==> src/rtl/port_rx_writer_pkg.sv <==
// Shared constants, descriptor layout and CRC-32 helpers for the per-port ingress writer.
package port_rx_writer_pkg;

    localparam int unsigned DEF_MAX_LEN    = 1518;
    localparam int unsigned DEF_MIN_LEN    = 64;
    localparam int unsigned DEF_DATA_DEPTH = 4096;
    localparam int unsigned DEF_CNT_W      = 12;

    localparam int unsigned LEN_W   = 13;
    localparam int unsigned DESC_W  = 16;

    localparam int unsigned SHORT_BIT = 15;
    localparam int unsigned LONG_BIT  = 14;
    localparam int unsigned ERR_BIT   = 13;
    localparam int unsigned LEN_MSB   = 12;

    localparam logic [31:0] CRC32_INIT     = 32'hFFFF_FFFF;
    localparam logic [31:0] CRC32_RESIDUE  = 32'hC704_DD7B;
    localparam logic [31:0] CRC32_POLY_REF = 32'hEDB8_8320;

    typedef enum logic [2:0] {
        ST_IDLE   = 3'd0,
        ST_RECV   = 3'd1,
        ST_DROP   = 3'd2,
        ST_PAD    = 3'd3,
        ST_COMMIT = 3'd4
    } state_t;

    // Descriptor word written to the pointer FIFO once per frame.
    typedef struct packed {
        logic             is_short;
        logic             is_long;
        logic             err;
        logic [LEN_W-1:0] len;
    } rx_desc_t;

    // One byte of the LSB-first (reflected) CRC-32.
    function automatic logic [31:0] crc32_byte(input logic [31:0] crc, input logic [7:0] data);
        logic [31:0] c;
        c = crc ^ {24'h0, data};
        for (int i = 0; i < 8; i++) begin
            c = c[0] ? ((c >> 1) ^ CRC32_POLY_REF) : (c >> 1);
        end
        return c;
    endfunction

    // The reflected register holds the residue bit-reversed.
    function automatic logic [31:0] bitrev32(input logic [31:0] x);
        logic [31:0] r;
        for (int i = 0; i < 32; i++) begin
            r[i] = x[31-i];
        end
        return r;
    endfunction

endpackage

==> src/rtl/port_rx_writer_crc32_d8.sv <==
// Byte-wide reflected CRC-32 (poly 0x04C11DB7) with init/enable and a residue check.
module crc32_d8
    import port_rx_writer_pkg::*;
(
    input  logic       clk,
    input  logic       rstn,
    input  logic       i_init,
    input  logic       i_en,
    input  logic [7:0] i_data,
    output logic       o_residue_ok_c
);

    logic [31:0] r_crc;

    // i_init together with i_en seeds the register and folds in the first byte.
    always_ff @(posedge clk) begin
        if (!rstn) begin
            r_crc <= CRC32_INIT;
        end else if (i_en) begin
            r_crc <= crc32_byte(i_init ? CRC32_INIT : r_crc, i_data);
        end else if (i_init) begin
            r_crc <= CRC32_INIT;
        end
    end

    assign o_residue_ok_c = (bitrev32(r_crc) == CRC32_RESIDUE);

endmodule

==> src/rtl/port_rx_writer.sv <==
// Per-port ingress: admits MAC frames, writes bytes to the rx data FIFO, pads runts,
// checks CRC-32 and posts one descriptor per admitted frame to the pointer FIFO.
module port_rx_writer
    import port_rx_writer_pkg::*;
#(
    parameter int unsigned MAX_LEN    = DEF_MAX_LEN,
    parameter int unsigned MIN_LEN    = DEF_MIN_LEN,
    parameter int unsigned DATA_DEPTH = DEF_DATA_DEPTH,
    parameter int unsigned CNT_W      = DEF_CNT_W
) (
    input  logic              clk,
    input  logic              rstn,
    input  logic              rx_dv,
    input  logic [7:0]        rx_data,
    input  logic              rx_er,
    output logic              data_fifo_wr,
    output logic [7:0]        data_fifo_din,
    input  logic [CNT_W-1:0]  data_fifo_cnt,
    output logic              ptr_fifo_wr,
    output logic [DESC_W-1:0] ptr_fifo_din,
    input  logic              ptr_fifo_full,
    output logic [15:0]       frame_cnt,
    output logic [15:0]       drop_cnt
);

    localparam logic [LEN_W-1:0] LEN_MAX = LEN_W'(MAX_LEN);
    localparam logic [LEN_W-1:0] LEN_MIN = LEN_W'(MIN_LEN);

    state_t           r_state;
    logic [LEN_W-1:0] r_len;
    logic             r_short;
    logic             r_long;
    logic             r_err;
    logic             r_head_lost;

    logic             w_admit;
    logic             w_crc_init;
    logic             w_crc_en;
    logic             w_residue_ok;
    rx_desc_t         w_desc;

    // Reserve a full MAX_LEN of space up front so nothing can overflow mid-frame.
    assign w_admit    = !ptr_fifo_full &&
                        ((32'(DATA_DEPTH) - 32'(data_fifo_cnt)) >= 32'(MAX_LEN));
    assign w_crc_init = (r_state == ST_IDLE) && rx_dv && w_admit;
    assign w_crc_en   = w_crc_init || ((r_state == ST_RECV) && rx_dv);

    assign w_desc.is_short = r_short;
    assign w_desc.is_long  = r_long;
    assign w_desc.err      = r_err;
    assign w_desc.len      = r_len;

    crc32_d8 u_crc (
        .clk            (clk),
        .rstn           (rstn),
        .i_init         (w_crc_init),
        .i_en           (w_crc_en),
        .i_data         (rx_data),
        .o_residue_ok_c (w_residue_ok)
    );

    always_ff @(posedge clk) begin
        if (!rstn) begin
            r_state       <= ST_IDLE;
            r_len         <= '0;
            r_short       <= 1'b0;
            r_long        <= 1'b0;
            r_err         <= 1'b0;
            r_head_lost   <= 1'b0;
            data_fifo_wr  <= 1'b0;
            data_fifo_din <= '0;
            ptr_fifo_wr   <= 1'b0;
            ptr_fifo_din  <= '0;
            frame_cnt     <= '0;
            drop_cnt      <= '0;
        end else begin
            data_fifo_wr <= 1'b0;
            ptr_fifo_wr  <= 1'b0;
            case (r_state)
                ST_IDLE: begin
                    if (rx_dv) begin
                        if (w_admit) begin
                            data_fifo_wr  <= 1'b1;
                            data_fifo_din <= rx_data;
                            r_len         <= LEN_W'(1);
                            r_short       <= 1'b0;
                            r_long        <= 1'b0;
                            r_err         <= rx_er;
                            r_head_lost   <= 1'b0;
                            r_state       <= ST_RECV;
                        end else begin
                            drop_cnt <= drop_cnt + 16'd1;
                            r_state  <= ST_DROP;
                        end
                    end
                end
                ST_RECV: begin
                    if (rx_dv) begin
                        if (r_len < LEN_MAX) begin
                            data_fifo_wr  <= 1'b1;
                            data_fifo_din <= rx_data;
                            r_len         <= r_len + LEN_W'(1);
                        end else begin
                            r_long <= 1'b1;
                        end
                        if (rx_er) begin
                            r_err <= 1'b1;
                        end
                    end else begin
                        if (!w_residue_ok) begin
                            r_err <= 1'b1;
                        end
                        if (r_len < LEN_MIN) begin
                            r_short <= 1'b1;
                            r_state <= ST_PAD;
                        end else begin
                            r_state <= ST_COMMIT;
                        end
                    end
                end
                ST_PAD: begin
                    data_fifo_wr  <= 1'b1;
                    data_fifo_din <= 8'h00;
                    r_len         <= r_len + LEN_W'(1);
                    if (r_len + LEN_W'(1) == LEN_MIN) begin
                        r_state <= ST_COMMIT;
                    end
                    if (rx_dv) begin
                        r_head_lost <= 1'b1;
                    end
                end
                ST_COMMIT: begin
                    ptr_fifo_wr  <= 1'b1;
                    ptr_fifo_din <= w_desc;
                    frame_cnt    <= frame_cnt + 16'd1;
                    r_head_lost  <= 1'b0;
                    // A frame that started during PAD/COMMIT is headless; swallow the rest.
                    if (r_head_lost || rx_dv) begin
                        drop_cnt <= drop_cnt + 16'd1;
                        r_state  <= ST_DROP;
                    end else begin
                        r_state <= ST_IDLE;
                    end
                end
                ST_DROP: begin
                    if (!rx_dv) begin
                        r_state <= ST_IDLE;
                    end
                end
                default: r_state <= ST_IDLE;
            endcase
        end
    end

endmodule

==> config.mk <==
export PLATFORM = sky130hd
export DESIGN_NAME = port_rx_writer
export DESIGN_NICKNAME = d
export VERILOG_FILES = /design/src/rtl/port_rx_writer_pkg.sv /design/src/rtl/port_rx_writer_crc32_d8.sv /design/src/rtl/port_rx_writer.sv
export SDC_FILE = /design/constraint.sdc
export NUM_CORES = 1
export LEC_CHECK = 0
export ABC_AREA = 1
export ABC_CLOCK_PERIOD_IN_PS = 2600
export BUFFER_PORTS_ARGS = -buffer_cell sky130_fd_sc_hd__clkbuf_2
export CORE_MARGIN = 1.5
export CORE_UTILIZATION = 45
export CTS_CLUSTER_DIAMETER = 60
export DETAILED_ROUTE_END_ITERATION = 16
export GPL_TIMING_DRIVEN = 0
export HOLD_SLACK_MARGIN = 0.1
export PLACE_DENSITY_LB_ADDON = 0.3
export SLEW_MARGIN = 20
export SYNTH_ARGS = -nofsm -noshare
export SYNTH_HDL_FRONTEND = slang
export SYNTH_SLANG_ARGS = --single-unit
==> constraint.sdc <==
create_clock -name clk -period 2.6 [get_ports clk]
set_input_delay 0.13 -clock clk [delete_from_list [all_inputs] [get_ports clk]]
set_output_delay 0.13 -clock clk [all_outputs]
set_load 0.02 [all_outputs]
## After elaboration in Yosys (flattened, before gate mapping)

Cells that the tools add are included.

- Register bits: 110
- Bits of input ports: 25
- Logic and storage cells: 122

- Add/sub/neg operators: 4
- Order comparisons: 3
- Eq/ne operators: 20
- Multiplexer cells: 54
- Bitwise operators: 9
- Reductions and logical operators: 19

Operators with widths:

| kind | count |
|---|---|
| 2-to-1 mux 32 bit | 10 |
| NOT 13 -> 14 bit | 8 |
| 2-to-1 mux 13 bit | 4 |
| 2-to-1 mux 16 bit | 3 |
| case mux 13 bit (3 select lines) | 1 |
| adder 16 x 1 -> 16 bit (second input constant) | 2 |
| == test 32 bit (second input constant) | 1 |
| >= comparator 32 x 11 -> 1 bit (second input constant) | 1 |
| 2-to-1 mux 8 bit | 4 |
| case mux 16 bit (2 select lines) | 1 |
| bitwise XOR 32 x 8 -> 32 bit | 1 |
| case mux 8 bit (3 select lines) | 1 |
| inequality test 2 bit (second input constant) | 10 |
| AND reduction 5 bit | 4 |
| 2-to-1 mux 1 bit | 17 |
| 2-to-1 mux 3 bit | 5 |
| case mux 3 bit (5 select lines) | 1 |
| subtractor 13 x 12 -> 14 bit (first input constant) | 1 |
| adder 13 x 1 -> 13 bit (second input constant) | 1 |
| == test 13 x 7 -> 1 bit (second input constant) | 1 |
| < comparator 13 x 11 -> 1 bit (second input constant) | 1 |
| < comparator 13 x 7 -> 1 bit (second input constant) | 1 |
| AND reduction 4 bit | 3 |
| == test 3 x 2 -> 1 bit (second input constant) | 2 |
| 13 further kinds | 25 |

## Depth between registers and ports, before layout

- Depth after elaboration: 23
- Gate-level depth with buffers: 27
- Mapped depth without buffers: 26

## Cells and area by module

A second synthesis with hierarchy kept.

- Cells, all modules: 1108
- Area total of the unflattened synthesis: 6977.9 µm²

Modules (own cells, without submodules):

| module | times used | cells an instance | area each (µm²) |
|---|---|---|---|
| port_rx_writer | 1 | 663 | 4291.6 |
| crc32_d8 | 1 | 445 | 2686.3 |

## Least setup slack after synthesis

No wires, ideal clock.

- Path type: input to register
- From: input data_fifo_cnt[0]
- To: register u_crc.r_crc[20]
- Setup time: 0.113 ns
- Data arrival time: 2.288 ns
- Required time: 2.487 ns
- Setup slack: 0.199 ns
- Cell stages on the path: 26
- Buffers on the path: 1
- Cell sequence: inv_1 > ha_1 > inv_1 > nor2_2 > nand2_2 > nor2_2 > nand2_1 > nand2_1 > nand2_1 > nor2_1 > nand2_1 > nand2_2 > nand3_4 > buf_6 > nand2_2 > nand2_1 > nand2_2 > nand2_1 > nand2_2 > nand2_1 > nand2_2 > nand2_1 > nand2_1 > nand2_1 > nand3_1 > nand2_1

- Cells in the longest elaborated chain, start to end: 21

RTL lines:

| element | RTL line | text |
|---|---|---|
| start: declaration | port_rx_writer.sv:18 | `input logic [CNT_W-1:0] data_fifo_cnt,` |
| subtractor 13 x 12 -> 14 bit * | port_rx_writer.sv:44 | `((32'(DATA_DEPTH) - 32'(data_fifo_cnt)) >= 32'(MAX_LEN));` |
| >= comparator 32 x 11 -> 1 bit * | port_rx_writer.sv:44 |  |
| logical AND 1 bit * | port_rx_writer.sv:43 | `assign w_admit = !ptr_fifo_full &&` |
| logical AND 1 bit * | port_rx_writer.sv:45 | `assign w_crc_init = (r_state == ST_IDLE) && rx_dv && w_admit;` |
| 2-to-1 mux 32 bit | port_rx_writer_crc32_d8.sv:20 | `r_crc <= crc32_byte(i_init ? CRC32_INIT : r_crc, i_data);` |
| bitwise XOR 32 x 8 -> 32 bit | port_rx_writer_pkg.sv:40 | `c = crc ^ {24'h0, data};` |
| NOT 13 -> 14 bit (no source line) | - |  |
| 2-to-1 mux 32 bit | port_rx_writer_pkg.sv:42 | `c = c[0] ? ((c >> 1) ^ CRC32_POLY_REF) : (c >> 1);` |
| [4 not listed] | - |  |
| 2-to-1 mux 32 bit | port_rx_writer_pkg.sv:42 |  |
| NOT 13 -> 14 bit (no source line) | - |  |
| 2-to-1 mux 32 bit (2 in a row) | port_rx_writer_pkg.sv:42 |  |
| NOT 13 -> 14 bit (no source line) | - |  |
| 2-to-1 mux 32 bit | port_rx_writer_pkg.sv:42 |  |
| NOT 13 -> 14 bit (no source line) | - |  |
| 2-to-1 mux 32 bit | port_rx_writer_pkg.sv:42 |  |
| 2-to-1 mux 32 bit * | port_rx_writer_crc32_d8.sv:19 | `end else if (i_en) begin` |
| end signal: assignment | port_rx_writer_crc32_d8.sv:20 |  |
| end: declaration | port_rx_writer_crc32_d8.sv:13 | `logic [31:0] r_crc;` |

Every way passes the cells marked *; elsewhere a longest branch is shown, timed or not.
A chain may end at the register's enable or synchronous reset.

## Final worst setup path

- From: register r_len[2]
- To: register r_state[0]

- Cells in the longest elaborated chain, start to end: 4

RTL lines:

| element | RTL line | text |
|---|---|---|
| start: declaration | port_rx_writer.sv:30 | `logic [LEN_W-1:0] r_len;` |
| start signal: assignment | port_rx_writer.sv:102 | `r_len <= r_len + LEN_W'(1);` |
| start signal: assignment | port_rx_writer.sv:124 | `r_len <= r_len + LEN_W'(1);` |
| adder 13 x 1 -> 13 bit / < comparator 13 x 7 -> 1 bit (equally long branches) | port_rx_writer.sv:125, port_rx_writer.sv:113 |  |
| == test 13 x 7 -> 1 bit / 2-to-1 mux 3 bit (equally long branches) | port_rx_writer.sv:125, port_rx_writer.sv:113 |  |
| inequality test 2 bit (no source line) / 2-to-1 mux 3 bit (equally long branches) | - |  |
| AND reduction 4 bit (no source line) / case mux 3 bit (5 select lines) (equally long branches) | - |  |
| end signal: assignment | port_rx_writer.sv:126 | `r_state <= ST_COMMIT;` |
| end signal: assignment | port_rx_writer.sv:140 | `r_state <= ST_DROP;` |
| end signal: assignment | port_rx_writer.sv:142 | `r_state <= ST_IDLE;` |
| end: declaration | port_rx_writer.sv:29 | `state_t r_state;` |

Parallel ways exist; a longest one is shown, timed or not. The select of a mux whose other input is x is not followed.

==> results.md <==
* Status: finished clean
* Final setup fails at 0
* Avg Inst Size Synth at 6.70 µm²
* F_max at 0.399 GHz
* CP max FO at 6
* Sw Share at 39.5%
* Placer Congestion at 0.983
* Sequential share of power at 35.9%
* Yosys Warn Count at 0
* Async S/R FF share, synth at 0%
* First-pass GRT wire length at 28400 µm
* IO Pins at 83
* Via Count at 6509
* Vias in the first global route at 5791
* Placed cell areas at 0.00685 mm²
* Worst-Margin Slew at 0.704 ns
* Depth of the CTS H-tree at 3
* Arrival @ worst endpoint at 2.79 ns
* 1st-iter DRT viols at 526
* Power Density at 761 mW/mm²
* Core area at 0.0134 mm²
* Clk Latency, worst-skew pair at 0.37 ns
* Internal power at 3.48 mW
* Net load switching power at 2.27 mW
* Power share of the combinational group at 36.7%
* Static leakage at 3.49 nW
* Reg clk slew, reported paths at 0.08 ns
* Slew Limit Fails at 0
* Fillers at 1323
* Worst Skew at 0.0109 ns
* DPL Wire Length at 13000 µm
* Register bit total from synthesis at 110
* Routed len/inst at 14.7 µm
* Post-synth top flop: dfxtp_1
* Initial core utilization at 46.5%
* Final cycle utilization of the critical path at 96.3%
* Number of vias per cell at 5.32
* Sequential share of the synthesized area at 35.4%
* Number of enable flip-flop cells after synthesis at 0
* Largest net degree at the start of global routing at 20
* Site Rows at 42
* TritonCTS buffer count at 9
* Startpoint types: flop
* Post-synthesis instance area at 0.00623 mm²
* ANT cells at 0
* Layout cell share with drive strength beyond 1 at 19.6%
* Bufs on Longest Clock Path at 2
* Die area at 0.0146 mm²
* CTS tree: built
* Clk pwr share at 27.4%
* DRT antenna net count at 0
* Crit path buffers/inverters at 0
* CP most frequent cell: nor2_1
* Die Height at 121 µm
* Initial DRT Pass Iterations at 5
* Tot Pwr at 5.75 mW
* CP max stage cell: dfxtp_2
* Root Buffer: clkbuf_16
* Fin. Hold Viols at 0
* Clk sink count at 110
* Crit path time final at 2.50 ns
* Max-cap violations at 0
* Final setup margin at 0.0954 ns
* Core Util, Final at 56.4%
* Initial antenna violation count at 0
* Post-placement setup slack at -0.367 ns
* # DRC at 0
* Slew HR at 53.0%
* Total wire length at 18000 µm
* Final nets at 1073
* I/O Buffers at 81
* Syn-to-layout area delta at 21.3%
* Critical Path RT at 2.89 ns
* Synthesized instance count at 929
* GR Util All Layers at 24.7%
* Crit path capture type: flop
* Horiz. Die Dim at 121 µm
* Post-Syn Nets at 959
* Max stage delay on crit path at 0.39 ns
* Crit path kind: reg -> reg
* Crit path cell chain: nand2_1 -> nor2_1 -> nand3_1 -> nor2_1 -> nand3_1 -> nor2_1 -> xor2_1 -> nor2_1 -> nand3_1 -> nor4_2 -> o21bai_2 -> nor2_2 -> nand2_1 -> a21oi_1
* Setup TNS at 0 ns
* Delay-heaviest family, CP: simple AND/OR/NAND/NOR gates
* Remaining Overflow, GRT at 0
* Final instance area at 0.00755 mm²
* Max IR drop VDD at 0.000367 V
* Worst hold path type: in -> reg
* Yosys cell types at 45
==> layout make-up <==
| type | instances | area [µm²] | share of cell area, % |
|---|---|---|---|
| tap | 176 | 220 | 2.91 |
| sequential | 110 | 2210 | 29.3 |
| buffer | 30 | 140 | 1.85 |
| clock buffer | 10 | 229 | 3.03 |
| clock inverter | 6 | 101 | 1.34 |
| timing repair buffer | 103 | 586 | 7.75 |
| multi-input combinational | 672 | 3620 | 47.9 |
| inverter | 117 | 445 | 5.90 |
==> final timing paths <==
check	from	endpoint	slack (ns)	depth (start not counted)
setup / recovery	r_len[2]	r_state[0]	0.1	14
setup reg to reg	r_len[2]	r_state[0]	0.1	14
hold / removal	rx_er	r_err	0.11	3
hold reg to reg	r_long	ptr_fifo_din[14]	0.47	2
==> layout by cell type, fill, tap and decap left out, drive strengths merged, types with 3 or more instances in the layout <==
cell type,Yosys,final
buf,9,25
o21ai,66,66
dfxtp,110,110
nor3,5,5
xor2,31,31
inv,117,119
o211ai,13,13
a21oi,66,66
nand3,67,67
o21a,4,4
o31ai,3,3
a31oi,3,3
a22oi,8,8
clkbuf,21,112
nor4,11,11
dlygate4sd3,0,6
nand4,13,13
ha,5,5
xnor2,10,10
or2,9,9
nor2,103,103
nand3b,5,5
nand2,238,238
o21bai,3,3
==> cell usage after synthesis (all sizes together), types with 10 or more instances <==
master / number / area [µm²]
clkbuf: 21 / 78.8
o211ai: 13 / 103
inv: 117 / 439
a21oi: 66 / 330
xor2: 31 / 290
nand3: 67 / 353
nand2: 238 / 976
xnor2: 10 / 87.6
o21ai: 66 / 330
nor2: 103 / 417
nand4: 13 / 81.3
dfxtp: 110 / 2200
nor4: 11 / 75.1
==> kinds of logic after synthesis <==
logic type	Yosys count	share of synthesized area, %
AOI/OAI and AO/OA	173	15.7
buffers and inverters	147	9.20
xor gates and xnor gates	41	6.07
DFF	110	35.4
adders and majority gates	5	1.00
and+or+nand+nor	453	32.7
==> power groups by stage <==
stage | logic (mW) | registers (mW) | clock network (mW)
floorplan | 1.36 | 2.11 | 0
global placement | 1.90 | 2.08 | 0
detailed placement | 1.92 | 2.08 | 0
CTS | 1.95 | 2.04 | 1.59
global route | 2.32 | 2.08 | 1.67
finish | 2.11 | 2.06 | 1.58
==> metrics by stage <==
step                      hold WS, ns  cells
after floorplan                 0.291    929
after global placement          0.436   1186
after detailed placement        0.447   1186
after CTS                       0.101   1208
after global routing            0.127   1224
final                           0.111   1224
==> tightest hold or removal path: stages <==
cell	delay, ns
clkbuf_2	0.12
o21ai_0	0.09
a21oi_1	0.11
==> flip-flops by register name, summed over array words and instances, names as in the netlist, 3 cells and up <==
register	count
r_len	13
data_fifo_din	8
u_crc.r_crc	32
ptr_fifo_din	16
r_state	3
frame_cnt	16
drop_cnt	16
==> metal layers <==
metal	global-route usage, %	vias up	wire length (µm)
met5	0	-	0
met4	11.5	0	560
met3	4.10	39	992
met2	40.9	202	8560
met1	31.3	3014	7890
li1	-	3254	-
==> what timing repair did <==
item / CTS / global route
gates cloned: 0 / 0
resized for setup: 5 / 58
endpoints found under the setup margin: 7 / 70
hold buffers: 6 / 0
hold endpoints to repair: 6 / 0
buffers inserted: 0 / 16
pin swaps: 0 / 14
Power figures use the tool's default switching activity.
